==> src/rtl/inst_fetch_pkg.sv <==
// Shared types and constants for the instruction-fetch stage.
package inst_fetch_pkg;

  localparam int          INST_W = 32;
  localparam logic [31:0] PC_INC = 32'd4;

  typedef enum logic [1:0] {
    IDLE  = 2'd0,
    RUN   = 2'd1,
    DRAIN = 2'd2,
    HALT  = 2'd3
  } state_t;

  // Fetch addresses are always word aligned.
  function automatic logic [31:0] align_word(input logic [31:0] addr);
    return addr & ~32'h0000_0003;
  endfunction

endpackage

==> src/rtl/inst_fetch_if_id_reg.sv <==
// IF/ID pipeline register: instruction, PC+4 and valid flag.
// A clear takes priority over a load.
module inst_fetch_if_id_reg
  import inst_fetch_pkg::*;
(
  input  logic              clk,
  input  logic              rst,
  input  logic              en,
  input  logic              clr,
  input  logic [INST_W-1:0] d_inst,
  input  logic [31:0]       d_pc4,
  output logic [INST_W-1:0] q_inst,
  output logic [31:0]       q_pc4,
  output logic              q_valid
);

  always_ff @(posedge clk or posedge rst) begin
    if (rst) begin
      q_inst  <= '0;
      q_pc4   <= '0;
      q_valid <= 1'b0;
    end else if (clr) begin
      q_inst  <= '0;
      q_pc4   <= '0;
      q_valid <= 1'b0;
    end else if (en) begin
      q_inst  <= d_inst;
      q_pc4   <= d_pc4;
      q_valid <= 1'b1;
    end
  end

endmodule

==> src/rtl/inst_fetch.sv <==
// Instruction-fetch stage: PC register, next-PC selection, fetch FSM and
// the IF/ID register feeding decode.
//
// state | meaning
// IDLE  | pc parked at RESET_PC, waiting for start
// RUN   | one fetch per cycle; branch > stall > sequential
// DRAIN | last word (END_PC) held in IF/ID until decode consumes it
// HALT  | fetch finished, sticky until rst
module inst_fetch
  import inst_fetch_pkg::*;
#(
  parameter logic [31:0] RESET_PC = 32'h0000_0000,
  parameter logic [31:0] END_PC   = 32'h0000_001C
) (
  input  logic              clk,
  input  logic              rst,
  input  logic              start,
  input  logic              stall,
  input  logic              br_taken,
  input  logic [31:0]       br_target,
  output logic [31:0]       imem_addr,
  input  logic [INST_W-1:0] imem_inst,
  output logic [INST_W-1:0] if_id_inst,
  output logic [31:0]       if_id_pc4,
  output logic              if_id_valid,
  output logic              halted
);

  state_t      state_q, state_d;
  logic [31:0] pc_q, pc_d;
  logic [31:0] pc_plus4;
  logic        load, flush;

  assign pc_plus4  = pc_q + PC_INC;
  assign imem_addr = pc_q;
  assign halted    = (state_q == HALT);

  always_ff @(posedge clk or posedge rst) begin
    if (rst) begin
      state_q <= IDLE;
      pc_q    <= RESET_PC;
    end else begin
      state_q <= state_d;
      pc_q    <= pc_d;
    end
  end

  always_comb begin
    state_d = state_q;
    case (state_q)
      IDLE:    if (start) state_d = RUN;
      RUN:     if (!br_taken && !stall && pc_q == END_PC) state_d = DRAIN;
      DRAIN: begin
        if (br_taken)    state_d = RUN;
        else if (!stall) state_d = HALT;
      end
      default: state_d = state_q;
    endcase
  end

  // A taken branch in DRAIN still redirects: the last word may be a jump.
  always_comb begin
    pc_d  = pc_q;
    load  = 1'b0;
    flush = 1'b0;
    case (state_q)
      RUN: begin
        if (br_taken) begin
          pc_d  = align_word(br_target);
          flush = 1'b1;
        end else if (!stall) begin
          pc_d = pc_plus4;
          load = 1'b1;
        end
      end
      DRAIN: begin
        if (br_taken) begin
          pc_d  = align_word(br_target);
          flush = 1'b1;
        end else if (!stall) begin
          flush = 1'b1;
        end
      end
      default: ;
    endcase
  end

  inst_fetch_if_id_reg u_if_id (
    .clk     (clk),
    .rst     (rst),
    .en      (load),
    .clr     (flush),
    .d_inst  (imem_inst),
    .d_pc4   (pc_plus4),
    .q_inst  (if_id_inst),
    .q_pc4   (if_id_pc4),
    .q_valid (if_id_valid)
  );

endmodule

==> config.mk <==
export PLATFORM = sky130hd
export DESIGN_NAME = inst_fetch
export DESIGN_NICKNAME = d
export VERILOG_FILES = /design/src/rtl/inst_fetch_pkg.sv /design/src/rtl/inst_fetch_if_id_reg.sv /design/src/rtl/inst_fetch.sv
export SDC_FILE = /design/constraint.sdc
export NUM_CORES = 1
export LEC_CHECK = 0
export BUFFER_PORTS_ARGS = -buffer_cell sky130_fd_sc_hd__buf_4
export CAP_MARGIN = 30
export CORE_ASPECT_RATIO = 1.2
export CORE_UTILIZATION = 46
export CTS_CLUSTER_DIAMETER = 60
export DETAILED_ROUTE_END_ITERATION = 8
export PLACE_DENSITY_LB_ADDON = 0.08
export SLEW_MARGIN = 20
export SYNTH_ARGS = -nofsm -noshare
export SYNTH_HDL_FRONTEND = slang
export SYNTH_SLANG_ARGS = --single-unit
==> constraint.sdc <==
create_clock -name clk -period 2.72 [get_ports clk]
set_input_delay 0.408 -clock clk [delete_from_list [all_inputs] [get_ports clk]]
set_output_delay 0.408 -clock clk [all_outputs]
set_load 0.1 [all_outputs]
* Yosys cells after proc, flatten, opt, wreduce, memory -nomap -nowiden
Cells that the tools add are included.
Cells by class: add/subtract/negate cells 1, eq/ne operators 9, muxes and demuxes 21, reductions and logical operators 10
Operator list (count):
- 32-bit two-way mux | 7
- 32-bit case mux with 2 select lines | 1
- 32-bit by 3-bit adder with 32-bit output (second input constant) | 1
- 32-bit by 5-bit equality test with 1-bit output (second input constant) | 1
- 2-bit two-way mux | 4
- 1-bit two-way mux | 7
- 2-bit != test (second input constant) | 3
- 3-bit != test (second input constant) | 2
- 2-bit case mux with 3 select lines | 1
- 2-bit equality test (second input constant) | 2
- 4-bit AND reduction | 1
- 2-bit nonzero test | 2
- 3-bit AND reduction | 1
- 3-bit nonzero test | 1
- 2-bit by 1-bit equality test with 1-bit output (second input constant) | 1
- 1-bit logical AND | 2
- 1-bit zero test | 2
- 2-bit zero test | 1
- 1-bit case mux with 2 select lines | 1
Word-level totals: bits in registers 99, input port bits 69

* Depth between registers and ports, before layout
Gate-level depths: netlist of the first run.
depth in word-level cells 5, mapped depth 10, gate-level depth less buffers 6

* Hierarchy
A second synthesis of the first run with hierarchy kept.
Second synthesis, totals: cells, all modules 536, area total of the unflattened synthesis 5263.8 sq um
By module, submodules not included:
- inst_fetch_if_id_reg | instances 1, cells each 210, area each 2640.0 sq um, seq. area each 1626.6 sq um
- inst_fetch | instances 1, cells each 326, area each 2623.8 sq um, seq. area each 800.8 sq um

* Worst setup path after synthesis of the first run
Ideal clock, no wire load.
path type register -> register, start point register pc_q[2] (netlist: imem_addr[2]), end point register u_if_id.q_pc4[26], setup time 0.126 ns, arrival 2.814 ns, path slack -0.220 ns, cell stages (with the launch flop) 7, buffers on the path 1, clock period less this slack 2.940 ns, cell sequence dfrtp_1 -> ha_1 -> nand4_4 -> or4_1 -> buf_2 -> o311a_1 -> a221o_1
On the way: cells in the longest elaborated chain, start to end 3
RTL lines:
- start, declared | RTL line inst_fetch.sv:30 | logic [31:0] pc_q, pc_d;
- start signal, assigned | RTL line inst_fetch.sv:44 | pc_q <= pc_d;
- 32-bit by 3-bit adder with 32-bit output | RTL line inst_fetch.sv:34 | assign pc_plus4 = pc_q + PC_INC;
- 32-bit two-way mux | RTL line inst_fetch_if_id_reg.sv:26 | end else if (en) begin
- 32-bit two-way mux | RTL line inst_fetch_if_id_reg.sv:22 | end else if (clr) begin
- end signal, assigned | RTL line inst_fetch_if_id_reg.sv:28 | q_pc4 <= d_pc4;
- end, declared | RTL line inst_fetch_if_id_reg.sv:13 | output logic [31:0] q_pc4,
Every way passes these cells. The select of a mux whose other input is x is not followed. A chain may end at the register's enable or synchronous reset.

* Worst setup path in the final report of the first run
start point register state_q[0], end point register pc_q[13] (netlist: imem_addr[13])
On the way: cells in the longest elaborated chain, start to end 3, elaborated cells on any way between the ends 7, classes of those cells 4 x eq/ne; 1 x mux; 2 x reduce/logical
RTL lines:
- start, declared | RTL line inst_fetch.sv:29 | state_t state_q, state_d;
- start signal, assigned | RTL line inst_fetch.sv:43 | state_q <= state_d;
- 2-bit by 1-bit equality test with 1-bit output or 2-bit equality test (tied branches) | RTL line inst_fetch.sv:66 | case (state_q)
- 3-bit != test (no line), or another cell as far along
- 3-bit AND reduction (no line)
Several ways; a longest one is shown, not always the timed one.

==> run summary, run 1 <==
Avg Inst Size Synth: 9.37 um^2
Post-Synthesis Cells: 556
GP Congestion: 0.862
vias per inst: 6.08
Starting DRT DRC Count: 410
Maximum Capacitance Violations: 0
R2R depth: 7
critical path launch point type: flip-flop
crit path from: state_q[0]$_DFFE_PP0P_
GRT overflow: 0
worst reg2reg setup slack: 0.28 ns
# IOs: 167
initial antenna violation count: 0
period utilisation layout: 89.8%
final hold violations: 0
largest net degree at the start of global routing: 51
RR Startpoint: state_q[0]$_DFFE_PP0P_
final setup fails: 0
root buf cell: clkbuf_16
status: completed
Site Rows: 42
Primary FF master, synth: dfrtp_1
Crit Path Class: reg2reg
H-tree levels: 3
CP required: 2.97 ns
Post-DRT Antenna Nets: 0
clock transition at the registers of the reported paths: 0.07 ns
Critical Path End: imem_addr[13]$_DFFE_PP0P_
sequential-to-total area share from yosys stat: 46.1%
Post-Route WL: 15600 um
worst-path cell chain: inv_1, ha_1, or2_2, and2_1, buf_4, o21ai_0, a22oi_1
Netlist Area Pre-Place: 5210 um^2
post-CTS setup buffers: 0
number of synthesis warnings: 0
Clock Skew: 0.0117 ns
EDFF count, synth: 0
initial core utilization: 47.2%
crit end category: flip-flop
TritonCTS clock tree: built
RSZ-0062 raised after global routing: false
post_cts resized: 0
Num CTS Buffers: 9
total global-route track usage: 26.8%
Final #Nets: 775
crit path time final: 2.44 ns
post-synth cell types: 58
largest cells by area after synthesis: dfrtp_1 (46%), a22o_1 (5.7%), nand2_1 (3.9%), o21ai_0 (3.5%), nand3_1 (2.3%)
CP Max Fanout: 28
number of port buffers: 162
Bufs and invs on worst path: 2
flops & latches, synth: 96
cell count along the critical path: 7
Synth async-reset ratio: 100%
CP max stage cell: dfrtp_1
Synth top area share: 46.1%
worst rel slew slack: 55.2%
DP HPWL: 10800 um
final slew viol count: 0
Die ar.: 11800 um^2
worst min path class: in2reg
fraction of layout cells with a size suffix above 1: 31.2%
FF-to-FF End: imem_addr[13]$_DFFE_PP0P_
vias in the first global route: 4784
CTS Buffer Depth: 2
clk_lat worst skew: 0.35 ns
CP delay by family, top: simple AND/OR/NAND/NOR gates
worst path arrival time: 2.70 ns
Die Y: 119 um
via count: 5087
Hold Path Cell Cnt: 2
diode count: 0
fmax: 0.409 GHz
core area: 11000 um^2
DRC Markers: 0
Worst Max-Slew Pin Slew: 0.666 ns
worst slack, placed: 0.327 ns
die width: 99.2 um
slowest stage delay, CP: 0.41 ns
Syn-to-layout area delta: 33.8%
CTS Sinks: 96
cell accounting for the most synthesized area: dfrtp_1
Routed WL per cell: 18.7 um
DR pass1 iterations: 5
first-pass GRT wire length: 24700 um
worst setup margin: 0.277 ns
-- repair_timing --
item | in CTS | in global routing
hold buffers | 1 | 0
hold endpoints to repair | 8 | 0
setup endpoints to repair | 0 | 0
-- routing by layer --
layer / global-route usage [%] / up-vias / share of wire, %
li1: - / 2380 / -
met4: 10.3 / 0 / 2.3
met5: 0 / - / 0
met2: 43.8 / 208 / 49
met3: 3.96 / 23 / 5.5
met1: 35.7 / 2476 / 44
-- worst min-delay path by stage --
stage	end	slack, ns	start
final	u_if_id.q_inst[25]$_DFFE_PP0P_	0.28	imem_inst[25]
after global routing	u_if_id.q_inst[30]$_DFFE_PP0P_	0.27	imem_inst[30]
after CTS	u_if_id.q_inst[24]$_DFFE_PP0P_	0.27	imem_inst[24]
after detailed placement	u_if_id.q_inst[20]$_DFFE_PP0P_	0.35	rst
after global placement	u_if_id.q_inst[20]$_DFFE_PP0P_	0.34	rst
after floorplan	u_if_id.q_inst[0]$_DFFE_PP0P_	0.54	imem_inst[0]
-- area by class of cell --
class | count | area (um^2)
well taps | 132 | 165
fillers | 961 | 4060
clock inverters | 6 | 91.3
multi-input cells | 385 | 2520
flip-flops and latches | 96 | 2410
repair buffers | 192 | 1490
inverters | 16 | 63.8
clock buffers | 10 | 239
-- synth_stat cells, types with 4 or more instances --
master	instances
a221o_1	6
and4_1	6
nor4_1	15
a32oi_1	5
a22oi_1	4
a211oi_1	5
a32o_1	4
or3_1	7
o21ai_0	36
nand3b_1	9
nor2_1	20
clkbuf_1	32
o311a_1	4
and3_1	7
a21oi_1	19
o32ai_1	4
dfrtp_1	96
and2_1	4
nand2_1	54
inv_1	16
xnor2_1	10
buf_2	21
or4_1	13
ha_1	6
nand4_1	13
buf_4	4
a22o_1	34
nand3_1	24
nor3_1	15
o211ai_1	16
o22ai_1	5
-- worst reg2reg max path: cells and delay by family (launching register included) --
kind | cells | cell delay, ns
flops | 1 | 0.41
compound gates | 2 | 0.34
buf+inv | 2 | 0.49
fa+ha+maj | 1 | 0.39
simple gates | 2 | 0.73
-- cell usage in the layout, fill, tap and decap left out, drive strengths merged, types with 15 or more instances in the layout --
master  count
o21ai      36
o211ai     16
nor4       15
inv        16
nand2      54
nor3       15
buf       191
a21oi      19
dfrtp      96
nor2       20
nand3      25
a22o       34
-- registers in the layout, indices dropped and copies added, names as in the netlist --
name / count
imem_addr: 30
state_q: 2
u_if_id.q_inst: 32
u_if_id.q_pc4: 31
u_if_id.q_valid: 1
-- cells by family (layout without fill, tap and decap cells) --
| logic type | Yosys count | in the layout | synth area share, % |
|---|---|---|---|
| xor+xnor | 13 | 13 | 2.18 |
| flops | 96 | 96 | 46.1 |
| other cells | 1 | 2 | 0.0719 |
| simple gates | 203 | 203 | 21.4 |
| compound gates | 160 | 160 | 22.3 |
| fa+ha+maj | 6 | 6 | 1.44 |
| mux | 1 | 1 | 0.192 |
| buf+inv | 76 | 224 | 6.31 |
-- through the flow --
stage	area (um^2)	instances	setup TNS, ns	hold WS, ns	util (%)
after CTS	6980	837	0	0.270	63.2
after floorplan	5230	557	-0.00417	0.541	-
after detailed placement	6640	820	0	0.347	60.1
after global placement	6640	820	0	0.342	60.1
final	6980	837	0	0.278	63.2
after global routing	6980	837	0	0.275	63.2
Power of run 1 is not shown: default switching activity piles up to over one toggle a cycle in this logic, so the estimate is an artifact.
==> run 2, diff against run 1 <==
Settings changed: CORE_UTILIZATION 46 to 48, CTS_BUF_LIST from default to sky130_fd_sc_hd__clkbuf_4 sky130_fd_sc_hd__clkbuf_8.
==> run summary, run 2 (same netlist as run 1, synthesis figures left out) <==
status: completed
hold_buf cts: 0 (-1)
worst path arrival time: 2.78 ns (+0.08 ns)
total global-route track usage: 27.2% (+0.48 points)
die width: 97.1 um (-2.1%)
final slew viol count: 0 (unchanged)
Site Rows: 41 (-2.4%)
met1 WL: 6520 um (-4.0%)
crit end category: flip-flop
core area: 10500 um^2 (-4.7%)
fin area: 6760 um^2 (-3.1%)
initial core utilization: 49.6% (+2.3 points)
H-tree levels: 3 (unchanged)
GRT overflow: 0 (unchanged)
Biggest register: u_if_id.q_inst
Num CTS Buffers: 9 (unchanged)
Post-DRT Antenna Nets: 0 (unchanged)
diode count: 0 (unchanged)
RR Startpoint: state_q[1]$_DFFE_PP0P_
CTS Sinks: 96 (unchanged)
Setup TNS: 0 ns (unchanged)
fmax: 0.405 GHz (-1.1%)
CP required: 3.03 ns (+0.06 ns)
vias in the first global route: 4765 (-0.40%)
vias per inst: 6.10 (+0.43%)
initial antenna violation count: 0 (unchanged)
Maximum Capacitance Violations: 0 (unchanged)
clock transition at the registers of the reported paths: 0.10 ns (+0.03 ns)
Clock Skew: 0.0108 ns (-0.000917 ns)
via count: 5054 (-0.65%)
CTS Buffer Depth: 2 (unchanged)
post_cts resized: 0 (unchanged)
final hold violations: 0 (unchanged)
GP Congestion: 0.846 (-1.8%)
Top Metal Used: met4
worst reg2reg setup slack: 0.25 ns (-0.03 ns)
TritonCTS clock tree: built
number of flip-flops in the largest register: 32 (unchanged)
period utilisation layout: 90.8% (+0.98 points)
commonest non-fill, non-tap cell in the layout: buf_4
worst min path class: in2async
clk_lat worst skew: 0.37 ns (+0.02 ns)
most frequent cells in the layout: buf_4 (185), dfrtp_1 (92), nand2_1 (54)
fraction of layout cells with a size suffix above 1: 30.8% (-0.45 points)
FF-to-FF End: u_if_id.q_pc4[27]$_DFFE_PP0P_
worst rel slew slack: 48.3% (-6.9 points)
first-pass GRT wire length: 24500 um (-0.89%)
number of port buffers: 162 (unchanged)
CP Max Fanout: 15 (-46%)
Syn-to-layout area delta: 29.7%
Crit Path Class: reg2reg
DP HPWL: 10600 um (-1.6%)
Final #Nets: 769 (-0.77%)
DR pass1 iterations: 5 (unchanged)
DRC Markers: 0 (unchanged)
largest net degree at the start of global routing: 62 (+22%)
crit path time final: 2.47 ns (+0.0265 ns)
placed cell areas: 6560 um^2 (-1.2%)
DR WL met2: 7450 um (-2.1%)
root buf cell: clkbuf_8
post-CTS setup buffers: 0 (unchanged)
register area: 2410 um^2 (unchanged)
Starting DRT DRC Count: 431 (+5.1%)
RSZ-0062 raised after global routing: false
Worst Max-Slew Pin Slew: 0.775 ns (+0.110 ns)
Routed WL per cell: 18.5 um (-1.1%)
critical path launch point type: flip-flop
Die Y: 116 um (-2.1%)
# IOs: 167 (unchanged)
Die ar.: 11300 um^2 (-4.1%)
Fill cells: 901 (-6.2%)
R2R depth: 6 (-1)
area of the multi-input gates: 2520 um^2 (unchanged)
final setup fails: 0 (unchanged)
Met3 Wirelength: 898 um (+4.1%)
Post-Route WL: 15300 um (-2.2%)
run 2: cell count changes in the layout (fill, tap and decap cells not counted), sizes merged:
cell	previous run	this run
inv	16	15
dlygate4sd3	1	0
clkinvlp	1	4
buf	191	186
clkinv	3	2
bufinv	2	1
run 2: worst max path at each step:
stage,depth (start not counted),end,slack (ns),from
5_1_grt,6,u_if_id.q_pc4[27]$_DFFE_PP0P_,0.11,state_q[1]$_DFFE_PP0P_
2_1_floorplan,6,u_if_id.q_pc4[26]$_DFFE_PP0P_,-0.004,imem_addr[5]$_DFFE_PP0P_
3_5_place_dp,6,u_if_id.q_pc4[27]$_DFFE_PP0P_,0.27,state_q[1]$_DFFE_PP0P_
6_report,6,u_if_id.q_pc4[27]$_DFFE_PP0P_,0.25,state_q[1]$_DFFE_PP0P_
4_1_cts,6,u_if_id.q_pc4[27]$_DFFE_PP0P_,0.25,state_q[1]$_DFFE_PP0P_
3_3_place_gp,6,u_if_id.q_pc4[27]$_DFFE_PP0P_,0.37,state_q[1]$_DFFE_PP0P_
run 2: cell type report:
class                      instances  area share (%)
clock buffer                      10            1.94
clock inverter                     6            1.04
inverter                          16           0.944
multi-input combinational        385            37.2
sequential                        96            35.6
tap                              129            2.39
timing repair buffer             186            20.8
run 2: metrics by stage:
step / hold slack (ns) / setup slack (ns) / std cells / util, %
2_1_floorplan: 0.541 / -0.00417 / 557 / -
3_3_place_gp: 0.467 / 0.375 / 812 / 62.4
3_5_place_dp: 0.473 / 0.270 / 812 / 62.4
4_1_cts: 0.173 / 0.248 / 828 / 64.3
5_1_grt: 0.208 / 0.106 / 828 / 64.3
6_report: 0.165 / 0.250 / 828 / 64.3
run 2: critical path: stages (launching register included):
cell	delay, ns
dfrtp_1	0.46
inv_1	0.11
ha_1	0.29
nor2b_1	0.28
nand3_1	0.53
or4b_1	0.65
nand3_1	0.08
run 2: routing by layer:
metal,GRT usage (%),up-vias
li1,-,2357
met1,36.6,2444
met2,44.6,219
met3,3.71,34
met4,12.2,0
met5,0,-
Power of run 2 is left out for the same reason.
